## src/rtl/sfx_pkg.sv

```systemverilog
// Shared constants, state type and helpers for the sound-effect scheduler.
package sfx_pkg;

    localparam int unsigned CNT_W  = 24;
    localparam int unsigned SRC_W  = 3;
    localparam int unsigned SEL_W  = 3;
    localparam int unsigned IDX_W  = 2;
    localparam int unsigned PEND_W = 3;
    localparam int unsigned DIR_W  = 4;

    localparam logic [SRC_W-1:0] SRC_NONE  = 3'd0;
    localparam logic [SRC_W-1:0] SRC_MOVE  = 3'd1;
    localparam logic [SRC_W-1:0] SRC_LEVEL = 3'd2;
    localparam logic [SRC_W-1:0] SRC_WIN   = 3'd3;
    localparam logic [SRC_W-1:0] SRC_DEATH = 3'd4;

    localparam int unsigned LEN_DEATH = 3;
    localparam int unsigned LEN_WIN   = 4;
    localparam int unsigned LEN_LEVEL = 2;

    localparam logic [SEL_W-1:0] DEATH_SEL0 = 3'd6;
    localparam logic [SEL_W-1:0] DEATH_SEL1 = 3'd4;
    localparam logic [SEL_W-1:0] DEATH_SEL2 = 3'd2;
    localparam logic [SEL_W-1:0] WIN_SEL0   = 3'd1;
    localparam logic [SEL_W-1:0] WIN_SEL1   = 3'd3;
    localparam logic [SEL_W-1:0] WIN_SEL2   = 3'd5;
    localparam logic [SEL_W-1:0] WIN_SEL3   = 3'd7;
    localparam logic [SEL_W-1:0] LEVEL_SEL0 = 3'd3;
    localparam logic [SEL_W-1:0] LEVEL_SEL1 = 3'd5;
    localparam logic [SEL_W-1:0] MOVE_SEL_UP    = 3'd4;
    localparam logic [SEL_W-1:0] MOVE_SEL_DOWN  = 3'd3;
    localparam logic [SEL_W-1:0] MOVE_SEL_LEFT  = 3'd2;
    localparam logic [SEL_W-1:0] MOVE_SEL_RIGHT = 3'd1;

    typedef enum logic [1:0] {
        IDLE = 2'd0,
        NOTE = 2'd1,
        GAP  = 2'd2
    } sfxStateT;

    // Movement tone follows the highest held direction bit.
    function automatic logic [SEL_W-1:0] moveSel(input logic [DIR_W-1:0] dir);
        logic [SEL_W-1:0] s;
        s = '0;
        if (dir[3])      s = MOVE_SEL_UP;
        else if (dir[2]) s = MOVE_SEL_DOWN;
        else if (dir[1]) s = MOVE_SEL_LEFT;
        else if (dir[0]) s = MOVE_SEL_RIGHT;
        return s;
    endfunction

    // Request bits are {DEATH, WIN, LEVEL}; returns the winning source code.
    function automatic logic [SRC_W-1:0] topSrc(input logic [PEND_W-1:0] req);
        logic [SRC_W-1:0] s;
        s = SRC_NONE;
        if (req[2])      s = SRC_DEATH;
        else if (req[1]) s = SRC_WIN;
        else if (req[0]) s = SRC_LEVEL;
        return s;
    endfunction

    function automatic logic [PEND_W-1:0] srcMask(input logic [SRC_W-1:0] src);
        logic [PEND_W-1:0] m;
        m = '0;
        case (src)
            SRC_LEVEL: m = 3'b001;
            SRC_WIN:   m = 3'b010;
            SRC_DEATH: m = 3'b100;
            default:   m = '0;
        endcase
        return m;
    endfunction

endpackage

```

## src/rtl/sfx_jingle_rom.sv

```systemverilog
// Jingle note table: (source, note index) -> tone select and last-note flag.
module sfx_jingle_rom
    import sfx_pkg::*;
(
    input  logic [SRC_W-1:0] src,
    input  logic [IDX_W-1:0] idx,
    output logic [SEL_W-1:0] sel,
    output logic             last
);

    always_comb begin
        sel  = '0;
        last = 1'b1;
        case (src)
            SRC_DEATH: begin
                last = (idx == IDX_W'(LEN_DEATH - 1));
                case (idx)
                    2'd0:    sel = DEATH_SEL0;
                    2'd1:    sel = DEATH_SEL1;
                    default: sel = DEATH_SEL2;
                endcase
            end
            SRC_WIN: begin
                last = (idx == IDX_W'(LEN_WIN - 1));
                case (idx)
                    2'd0:    sel = WIN_SEL0;
                    2'd1:    sel = WIN_SEL1;
                    2'd2:    sel = WIN_SEL2;
                    default: sel = WIN_SEL3;
                endcase
            end
            SRC_LEVEL: begin
                last = (idx == IDX_W'(LEN_LEVEL - 1));
                sel  = (idx == 2'd0) ? LEVEL_SEL0 : LEVEL_SEL1;
            end
            default: begin
                sel  = '0;
                last = 1'b1;
            end
        endcase
    end

endmodule

```

## src/rtl/sfx_scheduler.sv

```systemverilog
// Fixed-priority sound scheduler time-sharing one tone generator.
// Define SFX_PENDING_EN to latch lower-priority events and play them afterwards.
module sfx_scheduler
    import sfx_pkg::*;
#(
    parameter int unsigned NOTE_TICKS = 12_500_000,
    parameter int unsigned GAP_TICKS  = 1_250_000,
    parameter int unsigned MOVE_TICKS = 5_000_000
) (
    input  logic             clk,
    input  logic             rst,
    input  logic [DIR_W-1:0] move_dir,
    input  logic             player_dead,
    input  logic             level_complete,
    input  logic             game_win,
    input  logic             mute,
    output logic [SEL_W-1:0] sel,
    output logic             en,
    output logic             busy,
    output logic [SRC_W-1:0] cur_src
);

    localparam logic [CNT_W-1:0] NOTE_LAST = CNT_W'(NOTE_TICKS - 1);
    localparam logic [CNT_W-1:0] GAP_LAST  = CNT_W'(GAP_TICKS - 1);
    localparam logic [CNT_W-1:0] MOVE_LAST = CNT_W'(MOVE_TICKS - 1);

    sfxStateT          state, nextState;
    logic [SRC_W-1:0]  srcD, startSrc, candTop, arriveTop;
    logic [IDX_W-1:0]  idxQ, idxD;
    logic [CNT_W-1:0]  cntQ, cntD, noteLast;
    logic [PEND_W-1:0] arrive, cand, pendQ;
    logic [SEL_W-1:0]  selD, romSel;
    logic              lastQ, lastD, romLast, enD, busyD, enter, preempt;

    assign arrive    = {player_dead, game_win, level_complete};
    assign cand      = pendQ | arrive;
    assign candTop   = topSrc(cand);
    assign arriveTop = topSrc(arrive);
    assign preempt   = (arriveTop != SRC_NONE) && (arriveTop >= cur_src);
    assign noteLast  = (cur_src == SRC_MOVE) ? MOVE_LAST : NOTE_LAST;

`ifdef SFX_PENDING_EN
    logic [PEND_W-1:0] pendD;

    // Anything that arrives and is not started now waits; started source clears.
    assign pendD = cand & ~srcMask(startSrc);

    always_ff @(posedge clk or negedge rst) begin
        if (!rst) pendQ <= '0;
        else      pendQ <= pendD;
    end
`else
    assign pendQ = '0;
`endif

    sfx_jingle_rom uRom (
        .src  (srcD),
        .idx  (idxD),
        .sel  (romSel),
        .last (romLast)
    );

    // Next-state, counter and note-index decisions.
    always_comb begin
        nextState = state;
        srcD      = cur_src;
        idxD      = idxQ;
        cntD      = '0;
        enter     = 1'b0;
        startSrc  = SRC_NONE;
        case (state)
            IDLE: begin
                if (candTop != SRC_NONE)  startSrc = candTop;
                else if (move_dir != '0)  startSrc = SRC_MOVE;
            end
            NOTE: begin
                cntD = cntQ + CNT_W'(1);
                if (preempt) begin
                    startSrc = arriveTop;
                end else if (cntQ == noteLast) begin
                    nextState = GAP;
                    cntD      = '0;
                end
            end
            GAP: begin
                cntD = cntQ + CNT_W'(1);
                if (preempt) begin
                    startSrc = arriveTop;
                end else if (cntQ == GAP_LAST) begin
                    cntD = '0;
                    if (lastQ) begin
                        nextState = IDLE;
                        srcD      = SRC_NONE;
                        idxD      = '0;
                    end else begin
                        nextState = NOTE;
                        idxD      = idxQ + IDX_W'(1);
                        enter     = 1'b1;
                    end
                end
            end
            default: nextState = IDLE;
        endcase
        if (startSrc != SRC_NONE) begin
            nextState = NOTE;
            srcD      = startSrc;
            idxD      = '0;
            cntD      = '0;
            enter     = 1'b1;
        end
    end

    // Output values for the next cycle; sel is only reloaded on note entry.
    always_comb begin
        selD  = sel;
        lastD = lastQ;
        if (enter) begin
            selD  = (srcD == SRC_MOVE) ? moveSel(move_dir) : romSel;
            lastD = romLast;
        end
        enD   = (nextState == NOTE) && !mute;
        busyD = (nextState != IDLE);
    end

    always_ff @(posedge clk or negedge rst) begin
        if (!rst) begin
            state   <= IDLE;
            cur_src <= SRC_NONE;
            idxQ    <= '0;
            cntQ    <= '0;
            lastQ   <= 1'b0;
            sel     <= '0;
            en      <= 1'b0;
            busy    <= 1'b0;
        end else begin
            state   <= nextState;
            cur_src <= srcD;
            idxQ    <= idxD;
            cntQ    <= cntD;
            lastQ   <= lastD;
            sel     <= selD;
            en      <= enD;
            busy    <= busyD;
        end
    end

endmodule

```

## config.mk

```make
export PLATFORM = sky130hd
export DESIGN_NAME = sfx_scheduler
export DESIGN_NICKNAME = d
export VERILOG_FILES = /design/src/rtl/sfx_pkg.sv /design/src/rtl/sfx_jingle_rom.sv /design/src/rtl/sfx_scheduler.sv
export SDC_FILE = /design/constraint.sdc
export NUM_CORES = 1
export LEC_CHECK = 0
export CAP_MARGIN = 15
export CORE_ASPECT_RATIO = 1.1
export CORE_MARGIN = 2
export CORE_UTILIZATION = 60
export DETAILED_ROUTE_END_ITERATION = 10
export PLACE_DENSITY = 0.82
export SETUP_SLACK_MARGIN = 0.05
export SLEW_MARGIN = 20
export SYNTH_ARGS = -nofsm -noshare
export SYNTH_HDL_FRONTEND = slang
export SYNTH_SLANG_ARGS = --single-unit
```

## constraint.sdc

```tcl
create_clock -name clk -period 5.61 [get_ports clk]
set_input_delay 1.122 -clock clk [delete_from_list [all_inputs] [get_ports clk]]
set_output_delay 1.122 -clock clk [all_outputs]
set_load 0.01 [all_outputs]
```

==> results of run 1 <==
## stage by stage
step | hold slack [ns] | setup WS (ns) | total power, mW
5_1_grt | 0.497 | 1.42 | 0.947
3_3_place_gp | 0.439 | 1.50 | 0.690
4_1_cts | 0.454 | 1.66 | 0.884
6_report | 0.451 | 1.61 | 0.882
2_1_floorplan | 0.425 | 2.16 | 0.579
3_5_place_dp | 0.446 | 1.36 | 0.698
## final cells by class
| cell class | instances | area, um^2 |
|---|---|---|
| inverter | 14 | 52.6 |
| tap | 50 | 62.6 |
| sequential | 37 | 926 |
| multi-input combinational | 193 | 1210 |
| clock buffer | 7 | 86.3 |
| fill | 312 | 1070 |
| timing repair buffer | 17 | 165 |
## cell families (layout without fill, tap and decap cells)
group | count (synthesis) | in the layout | share of synthesized area, %
adders and majority gates | 7 | 7 | 3.97
buffers and inverters | 18 | 38 | 3.07
xor gates and xnor gates | 22 | 22 | 8.75
muxes | 2 | 2 | 0.965
AOI/OAI and AO/OA | 38 | 38 | 12.7
and+or+nand+nor | 124 | 124 | 28.5
DFF | 37 | 37 | 42.0
## path summary, 6_finish.rpt
check	from	to	slack (ns)	cells after the start
max	player_dead	lastQ	1.61	11
min	cntQ[0]	cntQ[0]	0.45	1
max reg2reg	cntQ[18]	sel[1]	2.69	8
min reg2reg	cntQ[0]	cntQ[0]	0.45	1
max in group asynchronous	rst	cntQ[19]	4.17	1
min in group asynchronous	rst	busy	0.92	1
## sequential cells by signal, indices dropped and copies added, names as in the netlist
signal,cells
busy,1
cntQ,24
cur_src,3
en,1
idxQ,2
lastQ,1
sel,3
state,2
## worst max-delay path, cell delays in order
cell and delay, ns:
clkdlybuf4s50_1 0.52, nand2b_1 0.22, ha_1 0.29, nand3b_1 0.23, a21oi_1 0.27, nor3_1 0.10, o41ai_1 0.60, a21oi_4 0.14
nor4_1 0.46, a31o_1 0.16, a21oi_1 0.06
## synth_stat cells (3+ instances only)
cell | n | area (um^2)
o21ai_0 | 4 | 20.0
nor3_1 | 6 | 30.0
nand3b_1 | 3 | 22.5
inv_1 | 14 | 52.6
nor3b_1 | 3 | 22.5
and3_1 | 5 | 31.3
xor2_1 | 13 | 114
and2_1 | 3 | 18.8
ha_1 | 7 | 87.6
a21oi_1 | 10 | 50.1
nand4_1 | 3 | 18.8
nor2_1 | 44 | 165
dfrtp_1 | 37 | 926
nor4_1 | 5 | 31.3
clkbuf_1 | 4 | 15.0
o41ai_1 | 3 | 26.3
nand2_1 | 26 | 97.6
xnor2_1 | 9 | 78.8
nand3_1 | 11 | 55.1
## layer usage
metal,track usage [%],wire [um]
met4,9.57,55
met2,44.5,2370
met1,29.7,2010
met3,6.90,199
met5,0,0
## where the power goes
part | switching (mW) | total [mW] | internal [mW]
sequential | 0.0351 | 0.341 | 0.306
combinational | 0.216 | 0.356 | 0.141
clock | 0.0870 | 0.184 | 0.0974
total | 0.338 | 0.882 | 0.544
## layout by cell type, fill, tap and decap left out, drive strengths merged, types with 3 or more instances in the layout
master,n
nand4,3
ha,7
dfrtp,37
o41ai,3
nand2,26
nor2,44
nor4,6
nor3,7
and3,5
a21oi,11
nand3,11
nor3b,3
clkbuf,7
a31o,3
and2,3
nand3b,3
inv,14
o21ai,4
xnor2,9
xor2,13
clkdlybuf4s50,16
==> results.py, run 1 <==
metrics = {
    "status": {
        "outcome": "finished clean",
    },
    "timing": {
        "relSlewSlack_pct": 38.5,
        "rsz0062_at_grt": "false",
        "drv_slew": 0,
        "period_share_pct": 71.2,
        "setup_tns_ns": 0,
        "hold_viol": 0,
        "worst_pin_slew_ns": 0.919,
        "max_freq_mhz": 250,
        "finalCriticalPeriod_ns": 4.00,
        "fin_worst_skew_ns": 0.00723,
        "setup_viol": 0,
    },
    "finish": {
        "final_layout_size_suffix_gt1_share_pct": 5.22,
        "antenna_cells": 0,
        "area_growth_pct": 13.6,
        "layout.nets": 285,
        "fin_util_pct": 70.1,
        "stdcell_count": 318,
        "design_area_um2": 2500,
    },
    "floorplanning": {
        "core_um2": 3570,
        "fp.dieW_um": 61.8,
        "io_pins": 18,
        "start_util_pct": 61.7,
        "fp.dieArea_um2": 4170,
        "dieHeight_um": 67.6,
        "rows": 23,
    },
    "clock_network": {
        "h-tree-depth": 2,
        "cts_tree": "built",
        "path_clk_slew_ns": 0.07,
        "cts_made_buffers": 5,
        "ctsResizeCount": 0,
        "ctsHoldBuffers": 0,
        "cts.sinks": 37,
        "post_cts.repair.setup_buffers": 0,
        "max-clock-path-buffers": 2,
        "clockRootBuffer": "clkbuf_8",
        "clock_latency_ns": 0.29,
    },
    "yosys": {
        "synthArstFlopShare_pct": 100,
        "synth.avg_cell_area_um2": 8.88,
        "yosys_register_bits": 37,
        "ys_seq_area_share_pct": 42.0,
        "synth_edf_count": 0,
        "syn-num-nets": 265,
        "postSynthCellCount": 248,
        "syn-cell-area_um2": 2200,
        "synthDistinctLibCells": 49,
        "synthFlopType": "dfrtp_1",
        "yosys_warnings": 0,
    },
    "routing": {
        "dr.first_iter.drc_count": 185,
        "drc": 0,
        "ant_nets": 0,
        "avgViaCountPerCell": 5.86,
        "vias": 1863,
        "wirelength_mm": 4.63,
        "dr.pass1.iters": 4,
        "wl_per_cell_um": 14.6,
    },
    "power": {
        "p_leak_nw": 1.08,
        "power_density_nw_per_um2": 352,
        "irDropWorstVdd_v": 0.000227,
    },
    "worst_hold_path": {
        "hp-class": "register to register",
    },
    "critical_path": {
        "worstPathArrival_ns": 4.18,
        "path_class": "primary input to register",
        "cp.required_ns": 5.79,
        "worst_setup_path_end_kind": "register",
        "critical_path_peak_fanout": 6,
        "start_kind": "primary input",
    },
    "placed_design": {
        "io_buffers": 17,
        "numPlacedInstances": 311,
        "gp_congestion": 0.913,
        "postPlaceCellArea_um2": 2420,
        "hpwl_mm": 3.42,
    },
    "global_route": {
        "grt_max_degree": 38,
        "grt_util_all_layers_pct": 25.6,
        "grt_pass1_wl_mm": 7.87,
        "antenna_found_initial": 0,
        "grt_overflow": 0,
        "grt_pass1_vias": 1793,
    },
    "run": {
        "drv_cap": 0,
    },
}
(Power assumes the default switching activity.)
==> run 2, diff against run 1 <==
--- a/config.mk
+++ b/config.mk
@@ -8,9 +8,9 @@
 export CAP_MARGIN = 15
 export CORE_ASPECT_RATIO = 1.1
 export CORE_MARGIN = 2
-export CORE_UTILIZATION = 60
+export CORE_UTILIZATION = 58
 export DETAILED_ROUTE_END_ITERATION = 10
-export PLACE_DENSITY = 0.82
+export PLACE_DENSITY = 0.8
 export SETUP_SLACK_MARGIN = 0.05
 export SLEW_MARGIN = 20
 export SYNTH_ARGS = -nofsm -noshare
==> constraint.sdc (replaced) <==
create_clock -name clk -period 3.8 [get_ports clk]
set_input_delay 0.76 -clock clk [delete_from_list [all_inputs] [get_ports clk]]
set_output_delay 0.76 -clock clk [all_outputs]
set_load 0.01 [all_outputs]
==> run 2 against run 1 <==
Compared with the run above: clock power grew 65%; global-route usage grew 0.20 points; register-to-register slack lost 1.8 ns; combinational power grew 61%; sequential power grew 47%; final cell count grew 2.5%; clock skew is essentially flat; first-iteration DRC count shrank 30%; final area grew 2.7%; sequential share of layout area shrank 0.97 points; worst hold slack lost 0.0015 ns.
==> results.py, run 2 (same netlist as run 1, synthesis figures left out) <==
metrics = {
    "status": {
        "outcome": "finished clean",
    },
    "routing": {
        "wirelength_mm": 4.88,
        "drc": 0,
        "wl_per_cell_um": 15.0,
        "dr.first_iter.drc_count": 130,
        "dr.pass1.iters": 4,
        "ant_nets": 0,
        "avgViaCountPerCell": 5.85,
        "vias": 1906,
    },
    "floorplanning": {
        "start_util_pct": 60.3,
        "fp.dieArea_um2": 4310,
        "fp.dieW_um": 62.8,
        "io_pins": 18,
        "core_um2": 3650,
        "dieHeight_um": 68.6,
        "rows": 23,
    },
    "critical_path": {
        "critPathSlowestCell": "o311ai_1",
        "path_class": "primary input to register",
        "crit_chain": "clkdlybuf4s50_1 -> nand2b_1 -> ha_1 -> nor2b_1 -> o211a_1 -> o311ai_1 -> mux2_2 -> and2_1 -> mux2i_1 -> nor3_1 -> a221o_1",
        "path_depth": 11,
        "timing.rr.end": "sel[1]",
        "reg2reg_from": "cntQ[18]",
        "crit_end": "sel[1]",
        "max_stage_delay_ns": 0.60,
        "worstPathArrival_ns": 3.65,
        "worst-path-buf-inv": 1,
        "start_kind": "primary input",
        "reg2reg_slack_ns": 0.86,
        "worst_setup_path_end_kind": "register",
        "critical_path_peak_fanout": 4,
        "reg2reg_depth": 8,
        "cp.required_ns": 3.98,
        "critPathLaunch": "game_win",
        "crit_family": "compound AO/OA/AOI/OAI gates",
    },
    "finish": {
        "final_cell_mix": "nor2_1, dfrtp_1, nand2_1",
        "area_growth_pct": 16.6,
        "reg_top3": "cntQ (24), cur_src (3), sel (3)",
        "largest_reg_flops": 24,
        "fin_util_pct": 70.3,
        "mostFrequentLayoutCell": "nor2_1",
        "antenna_cells": 0,
        "final_layout_size_suffix_gt1_share_pct": 8.33,
        "layout.nets": 292,
        "regMostFlops": "cntQ",
    },
    "clock_network": {
        "cts.sinks": 37,
        "post_cts.repair.setup_buffers": 0,
        "clockRootBuffer": "clkbuf_8",
        "cts_tree": "built",
        "cts_made_buffers": 5,
        "path_clk_slew_ns": 0.07,
        "max-clock-path-buffers": 2,
        "clock_latency_ns": 0.29,
        "h-tree-depth": 2,
        "ctsResizeCount": 0,
        "ctsHoldBuffers": 0,
    },
    "placed_design": {
        "hpwl_mm": 3.54,
        "gp_congestion": 0.891,
        "io_buffers": 17,
    },
    "timing": {
        "setup_tns_ns": 0,
        "fin_worst_skew_ns": 0.00681,
        "relSlewSlack_pct": 44.7,
        "worst_pin_slew_ns": 0.829,
        "drv_slew": 0,
        "max_freq_mhz": 288,
        "rsz0062_at_grt": "false",
        "whs_ns": 0.450,
        "period_share_pct": 91.4,
        "finalCriticalPeriod_ns": 3.47,
        "hold_viol": 0,
        "setup_viol": 0,
    },
    "run": {
        "drv_cap": 0,
    },
    "power": {
        "comb_power_share_pct": 41.5,
        "p_clk_share_pct": 22.0,
        "seqPwrFrac_pct": 36.4,
        "switching_share_pct": 37.9,
        "intPower_mw": 0.856,
        "p_leak_nw": 1.12,
        "power_density_nw_per_um2": 537,
        "power.switching_mw": 0.523,
        "irDropWorstVdd_v": 0.000284,
    },
    "global_route": {
        "grt_max_degree": 38,
        "grt_pass1_vias": 1947,
        "antenna_found_initial": 0,
        "grt_overflow": 0,
        "grt_util_all_layers_pct": 25.8,
        "grt_pass1_wl_mm": 8.63,
    },
    "worst_hold_path": {
        "hp-class": "register to register",
    },
}
## run 2: changes by cell type in the layout (fill, tap and decap cells not counted), sizes merged
| cell | before | now |
|---|---|---|
| clkinv | 0 | 1 |
| buf | 1 | 8 |
## run 2: power by group through the flow
stage | sequential (mW) | combinational [mW] | clock, mW
2_1_floorplan | 0.515 | 0.340 | 0
3_3_place_gp | 0.508 | 0.555 | 0
3_5_place_dp | 0.510 | 0.567 | 0
4_1_cts | 0.502 | 0.571 | 0.309
5_1_grt | 0.512 | 0.635 | 0.327
6_report | 0.502 | 0.573 | 0.304
## run 2: layout make-up
cell class / count / area (um^2)
tap: 50 / 62.6
clock buffer: 7 / 96.3
inverter: 14 / 52.6
timing repair buffer: 24 / 218
fill: 296 / 1080
multi-input combinational: 193 / 1210
sequential: 37 / 926
clock inverter: 1 / 5.00
## run 2: per-stage QoR
| step | area [um^2] | power [mW] | setup WS, ns | cells |
|---|---|---|---|---|
| 2_1_floorplan | 2200 | 0.855 | 0.710 | 248 |
| 3_3_place_gp | 2470 | 1.06 | 0.152 | 318 |
| 3_5_place_dp | 2470 | 1.08 | 0.0702 | 318 |
| 4_1_cts | 2570 | 1.38 | 0.340 | 326 |
| 5_1_grt | 2570 | 1.47 | 0.133 | 326 |
| 6_report | 2570 | 1.38 | 0.327 | 326 |
## run 2: worst min-delay path by stage
stage | from | to | slack (ns) | cells after the start
CTS | cntQ[0] | cntQ[0] | 0.46 | 1
finish | cntQ[0] | cntQ[0] | 0.45 | 1
detailed placement | cntQ[0] | cntQ[0] | 0.45 | 1
floorplan | cntQ[0] | cntQ[0] | 0.43 | 1
global placement | cntQ[0] | cntQ[0] | 0.44 | 1
global route | cntQ[0] | cntQ[0] | 0.51 | 1
## run 2: per-layer routing
metal | track usage [%] | part of all wire (%) | routed length (um) | vias to the layer above
met3 | 5.84 | 4.0 | 197 | 15
met1 | 28.6 | 43 | 2100 | 909
met4 | 13.1 | 3.5 | 172 | 0
met2 | 47.7 | 49 | 2410 | 51
met5 | 0 | 0 | 0 | -
li1 | - | - | - | 931
